[config.mk]
export PLATFORM = sky130hd
export DESIGN_NAME = load_store_unit
export DESIGN_NICKNAME = d
export VERILOG_FILES = /design/src/rtl/load_store_unit.sv
export SDC_FILE = /design/constraint.sdc
export NUM_CORES = 1
export LEC_CHECK = 0
export CAP_MARGIN = 15
export CORE_UTILIZATION = 45
export CTS_BUF_LIST = sky130_fd_sc_hd__clkbuf_4
export DETAILED_ROUTE_END_ITERATION = 10
export HOLD_SLACK_MARGIN = 0.12
export PLACE_DENSITY = 0.8
export SLEW_MARGIN = 20
export SYNTH_ARGS = -nofsm -noshare
export SYNTH_HDL_FRONTEND = slang
export SYNTH_SLANG_ARGS = --single-unit
export TNS_END_PERCENT = 1
[constraint.sdc]
create_clock -name clk -period 2.7 [get_ports clk]
set_input_delay 0.54 -clock clk [delete_from_list [all_inputs] [get_ports clk]]
set_output_delay 0.54 -clock clk [all_outputs]
set_load 0.01 [all_outputs]
[src/rtl/load_store_unit.sv]
// load_store_unit: single-outstanding load/store FSM with lane alignment, extension and timeout
module load_store_unit #(
  parameter int DBUS = 32,
  parameter int ABUS = 32,
  parameter int MAX_WAIT = 15
) (
  input  logic            clk,
  input  logic            rst,
  input  logic            req_valid,
  input  logic            req_we,
  input  logic [1:0]      req_size,
  input  logic            req_signed,
  input  logic [ABUS-1:0] base,
  input  logic [ABUS-1:0] offset,
  input  logic [DBUS-1:0] wdata,
  output logic            stall,
  output logic            rsp_valid,
  output logic [DBUS-1:0] rdata,
  output logic            misalign,
  output logic            timeout,
  output logic [ABUS-1:0] addressData,
  output logic [DBUS-1:0] storeData,
  output logic [DBUS/8-1:0] mem_be,
  output logic            MWE,
  output logic            MRE,
  input  logic            mem_ready,
  input  logic [DBUS-1:0] loadedData
);
  localparam int NB = DBUS / 8;
  localparam int LB = $clog2(NB);
  localparam int CW = $clog2(MAX_WAIT + 1);
  typedef enum logic [1:0] {IDLE, ACCESS, RESP} state_t;
  state_t state, state_n;
  logic [ABUS-1:0] ea, ea_r;
  logic [1:0] size_r;
  logic signed_r, we_r, misalign_r, timeout_r, bad, acc, expired;
  logic [DBUS-1:0] wdata_r, shifted, loaded;
  logic [CW-1:0] cnt;
  logic [LB-1:0] lane;
  logic [NB-1:0] be_base;
  assign ea = base + offset;
  assign acc = state == ACCESS;
  assign lane = ea_r[LB-1:0];
  assign expired = cnt == CW'(MAX_WAIT - 1);
  // misalignment of the incoming request, decided at acceptance
  always_comb begin
    bad = (req_size == 2'b01 && ea[0]) || (req_size == 2'b10 && ea[LB-1:0] != '0) || req_size == 2'b11;
  end
  // next-state selection; a timeout fires on the cycle the counter would reach MAX_WAIT
  always_comb begin
    state_n = state;
    state_n = state == IDLE ? (req_valid ? (bad ? RESP : ACCESS) : IDLE)
            : acc ? ((mem_ready || expired) ? RESP : ACCESS)
            : IDLE;
  end
  // memory-side outputs live only in ACCESS; load data is right-aligned then extended
  always_comb begin
    be_base = size_r == 2'b00 ? NB'(1) : size_r == 2'b01 ? NB'(3) : {NB{1'b1}};
    shifted = loadedData >> {lane, 3'b000};
    loaded = size_r == 2'b00 ? {{(DBUS-8){signed_r & shifted[7]}}, shifted[7:0]}
           : size_r == 2'b01 ? {{(DBUS-16){signed_r & shifted[15]}}, shifted[15:0]}
           : shifted;
    stall = acc;
    rsp_valid = state == RESP;
    misalign = rsp_valid & misalign_r;
    timeout = rsp_valid & timeout_r;
    MWE = acc & we_r;
    MRE = acc & ~we_r;
    mem_be = acc ? be_base << lane : '0;
    addressData = acc ? ea_r & ~ABUS'(NB - 1) : '0;
    storeData = acc ? (size_r == 2'b00 ? DBUS'(wdata_r[7:0]) : size_r == 2'b01 ? DBUS'(wdata_r[15:0]) : wdata_r) << {lane, 3'b000} : '0;
  end
  // request capture, wait counting and load result registration
  always_ff @(posedge clk) begin
    if (rst) begin
      state <= IDLE;
      cnt <= '0;
      rdata <= '0;
      ea_r <= '0;
      size_r <= '0;
      signed_r <= 1'b0;
      we_r <= 1'b0;
      wdata_r <= '0;
      misalign_r <= 1'b0;
      timeout_r <= 1'b0;
    end else begin
      state <= state_n;
      if (state == IDLE && req_valid) begin
        ea_r <= ea;
        size_r <= req_size;
        signed_r <= req_signed;
        we_r <= req_we;
        wdata_r <= wdata;
        misalign_r <= bad;
        timeout_r <= 1'b0;
        cnt <= '0;
      end
      if (acc && mem_ready && !we_r) rdata <= loaded;
      if (acc && !mem_ready) begin
        cnt <= cnt + CW'(1);
        if (expired) begin
          timeout_r <= 1'b1;
          rdata <= '0;
        end
      end
    end
  end
endmodule

==> results.md <==
| Parameter | Value |
|:---|:---|
| Result of the run | complete, but fails checks |
| Violated checks | setup timing |
| CTS H-Tree Depth | 3 |
| Worst Path Required | 2.16 ns |
| Leading register cell type out of synthesis | dfxtp_1 |
| Max-slew violations | 0 |
| DIE HEIGHT | 126 um |
| GRT Resource Usage Total | 28.6% |
| Portion of the clock cycle consumed by the worst path in the final layout | 102% |
| Count of unresolved DRC violations after routing | 0 |
| Count of different cell masters after synthesis | 64 |
| Area delta synth->final | 46.6% |
| Crit Path Category | reg2out |
| Maximum fanout along the worst path | 18 |
| TritonCTS Buffers | 9 |
| Drt total wl | 23.0 mm |
| NumNets Final | 1389 |
| Initial Utilization | 46.8% |
| Highest attainable clock frequency | 362 MHz |
| DR pass1 iterations | 7 |
| Global-route wire length before repair | 36.5 mm |
| Number of buffers and inverters on the critical path | 1 |
| HPWL after detailed placement | 17.8 mm |
| Detail-routed via count per cell | 5.59 |
| Via count | 7876 |
| Reg-to-reg critical path startpoint | ea_r[0] |
| Endpoints failing hold | 0 |
| Total number of placement rows | 44 |
| Mean Syn Cell Area | 7.36 um^2 |
| Global-route congestion overflow total | 0 |
| Pin count of the biggest net entering global routing | 54 |
| CTS tree | built |
| Number of port buffers | 239 |
| Leakage power total | 4.07 nW |
| Transition time at the pin with the least slew margin | 0.583 ns |
| Flip-flop and latch count after synthesis | 108 |
| DR WL/cell | 16.3 um |
| Maximum single-stage delay on the critical path | 0.59 ns |
| Number of enable flip-flop cells after synthesis | 0 |
| Capturing element type of the critical path | output pin |
| Crit path setup slack, layout | -0.0625 ns |
| Antenna Violating Nets Remaining | 0 |
| Placed Cells incl. Taps | 1392 |
| Worst Setup Start Kind | flip-flop |
| Clock skew after layout | 0.0176 ns |
| Clock Sinks | 108 |
| Share of layout cells above drive strength 1 | 11.8% |
| Area of the die | 15900 um^2 |
| Global placement routability congestion | 0.899 |
| Total power divided by cell area | 406 nW/um^2 |
| Worst slack, placed | -0.335 ns |
| Cell breakdown of the critical path | or2_4 > nand2_1 > nor2_1 > a21oi_1 > a211oi_1 > clkdlybuf4s50_1 |
| Post-Layout Cell Count | 1409 |
| Number of maximum-capacitance constraint violations | 0 |
| Placement Cell Area | 9950 um^2 |
| Core area | 14800 um^2 |
| Highest-delay cell along the critical path | clkdlybuf4s50_1 |
| WHS | 0.391 ns |
| Sequential element share of the synthesized area | 31.3% |
| Worst hold start | rst |
| Clock Tree Buf Depth | 2 |
| Arrival @ worst endpoint | 2.22 ns |
| Number of failing setup endpoints in the final timing report | 5 |
| Setup crit start | size_r[1] |
| Tightest Hold Check Type | in2reg |
| Antenna violations before repair | 2 |
| Fin area | 10100 um^2 |
| Count of mapped cells out of synthesis | 939 |
| Post-route minimum period | 2.76 ns |
| Unrepaired setup endpoints after global routing | true |
| Number of design-rule violations left by the first detailed-router iteration | 638 |
| Crit-path leading delay family | buffers and inverters |
| Clock slew at the register clock pins of the worst setup and hold paths | 0.18 ns |
| Boundary Pins | 242 |
| Vias in the first global route | 7230 |
| Clock tree root driver cell | clkbuf_4 |
| Hold-fix buffer count after cts | 0 |
| Horizontal die dimension | 126 um |
| Worst ir drop on vdd | 0.201 mV |
| Latest clock arrival within the worst-skew pair | 0.49 ns |
| FFs w/ async S/R, synth | 0% |
| Post-synthesis cell area | 6910 um^2 |
| Synthesis Warnings | 0 |
| Relative slew margins | 61.1% |
[Yosys cell counts, types with 3 or more instances]
| cell type | instances | share of area, % |
|---|---|---|
| buf_1 | 10 | 0.54 |
| o21ai_1 | 17 | 1.2 |
| a31oi_1 | 9 | 0.82 |
| mux2i_1 | 18 | 2.6 |
| o22ai_1 | 3 | 0.27 |
| buf_2 | 10 | 0.72 |
| or2_2 | 3 | 0.27 |
| xnor2_1 | 9 | 1.1 |
| or3_1 | 3 | 0.27 |
| nor2b_1 | 19 | 1.7 |
| inv_1 | 9 | 0.49 |
| nand4_1 | 13 | 1.2 |
| o21bai_1 | 4 | 0.43 |
| o21a_1 | 5 | 0.54 |
| ha_1 | 33 | 6.0 |
| nand3_1 | 14 | 1.0 |
| a21oi_2 | 3 | 0.38 |
| nand2b_1 | 9 | 0.82 |
| buf_6 | 5 | 0.82 |
| a21o_1 | 7 | 0.76 |
| a211oi_1 | 34 | 3.7 |
| dfxtp_1 | 108 | 31 |
| nand2_1 | 152 | 8.3 |
| and3_1 | 4 | 0.36 |
| nor2_1 | 105 | 5.7 |
| o21ai_0 | 32 | 2.3 |
| nor4_1 | 4 | 0.36 |
| clkbuf_1 | 42 | 2.3 |
| nor3_1 | 5 | 0.36 |
| o211ai_1 | 3 | 0.33 |
| xor2_1 | 12 | 1.5 |
| a22oi_1 | 9 | 0.98 |
| a32oi_1 | 8 | 1.0 |
| and2_1 | 42 | 3.8 |
| or4_1 | 3 | 0.33 |
| a21oi_1 | 130 | 9.4 |
| o221a_2 | 8 | 1.3 |
| nor4b_1 | 3 | 0.38 |
[cell families (layout without fill, tap and decap cells)]
logic type	Yosys count	in the layout	synth area share [%]
AND/OR/NAND/NOR	386	386	25.7
AO/OA/AOI/OAI	291	291	26.1
flip-flops	108	108	31.3
buffers and inverters	79	362	5.13
adder cells (fa/ha/maj)	34	34	6.27
XOR/XNOR	21	21	2.66
multiplexers	19	19	2.77
other	1	4	0.0543
[state kept, by name, summed over array words and instances, names as in the netlist]
register	cells
state	2
misalign_r	1
rdata	32
ea_r	32
cnt	4
timeout_r	1
size_r	2
signed_r	1
wdata_r	32
we_r	1
[per-layer routing]
metal	share of wire, %	global-route usage [%]	vias up	routed length, um
met1	44	37.2	3627	10200
met3	6.5	3.91	41	1500
met4	2.1	9.28	0	487
met5	0	0	-	0
met2	47	48.9	344	10900
li1	-	-	3864	-
[worst reg2reg max path, cell delays in order (launching register included)]
cell     delay, ns
dfxtp_4       0.51
buf_6         0.31
nor2b_1       0.17
buf_4         0.17
nand2_1       0.06
o21ai_0       0.12
mux2i_1       0.12
o21ai_1       0.14
buf_4         0.23
o221a_2       0.22
[cell type report]
| cell class | instances | area (um^2) |
|---|---|---|
| Fill cell | 1273 | 4630 |
| Multi-Input combinational cell | 753 | 4410 |
| Timing Repair Buffer | 337 | 3130 |
| Sequential cell | 108 | 2170 |
| Tap cell | 184 | 230 |
| Clock inverter | 6 | 72.6 |
| Clock buffer | 9 | 67.6 |
| Inverter | 10 | 37.5 |
| Antenna cell | 2 | 5.00 |
[through the flow]
| step | setup TNS [ns] | util [%] | total power, mW |
|---|---|---|---|
| 2_1_floorplan | 0 | - | 2.59 |
| 3_3_place_gp | -3.94 | 67.5 | 3.21 |
| 3_5_place_dp | -5.03 | 67.5 | 3.23 |
| 4_1_cts | -0.155 | 68.5 | 4.10 |
| 5_1_grt | -1.39 | 68.6 | 4.32 |
| 6_report | -0.157 | 68.6 | 4.11 |
[worst paths after layout]
| path | to | slack [ns] | cells past startpoint |
|---|---|---|---|
| setup reg to reg | rdata[19] | 0.62 | 9 |
| setup / recovery | storeData[28] | -0.06 | 6 |
| hold reg to reg | ea_r[4] | 0.46 | 2 |
| hold / removal | cnt[1] | 0.39 | 2 |
[cells in the final DEF (no fill, tap or decap), types with 13 or more instances in the layout]
cell / count
nand2_1: 151
mux2i_1: 18
and2_1: 41
a211oi_1: 34
nor2b_1: 19
nand4_1: 13
clkdlybuf4s50_1: 224
o21ai_1: 16
ha_1: 33
nor2_1: 104
nand3_1: 14
a21oi_1: 130
dfxtp_1: 106
buf_4: 96
o21ai_0: 32
[where the power goes]
| part | internal [mW] | switching [mW] |
|---|---|---|
| Clock | 0.292 | 0.590 |
| Combinational | 0.700 | 0.727 |
| Sequential | 1.71 | 0.0882 |
[timing repair]
action / CTS / global route
pin swaps: 0 / 0
setup endpoints to repair: 36 / 29
setup buffers: 0 / 0
cloned: 0 / 0
gates resized for setup: 17 / 6
Note: power is estimated with default switching activity, not from simulation.
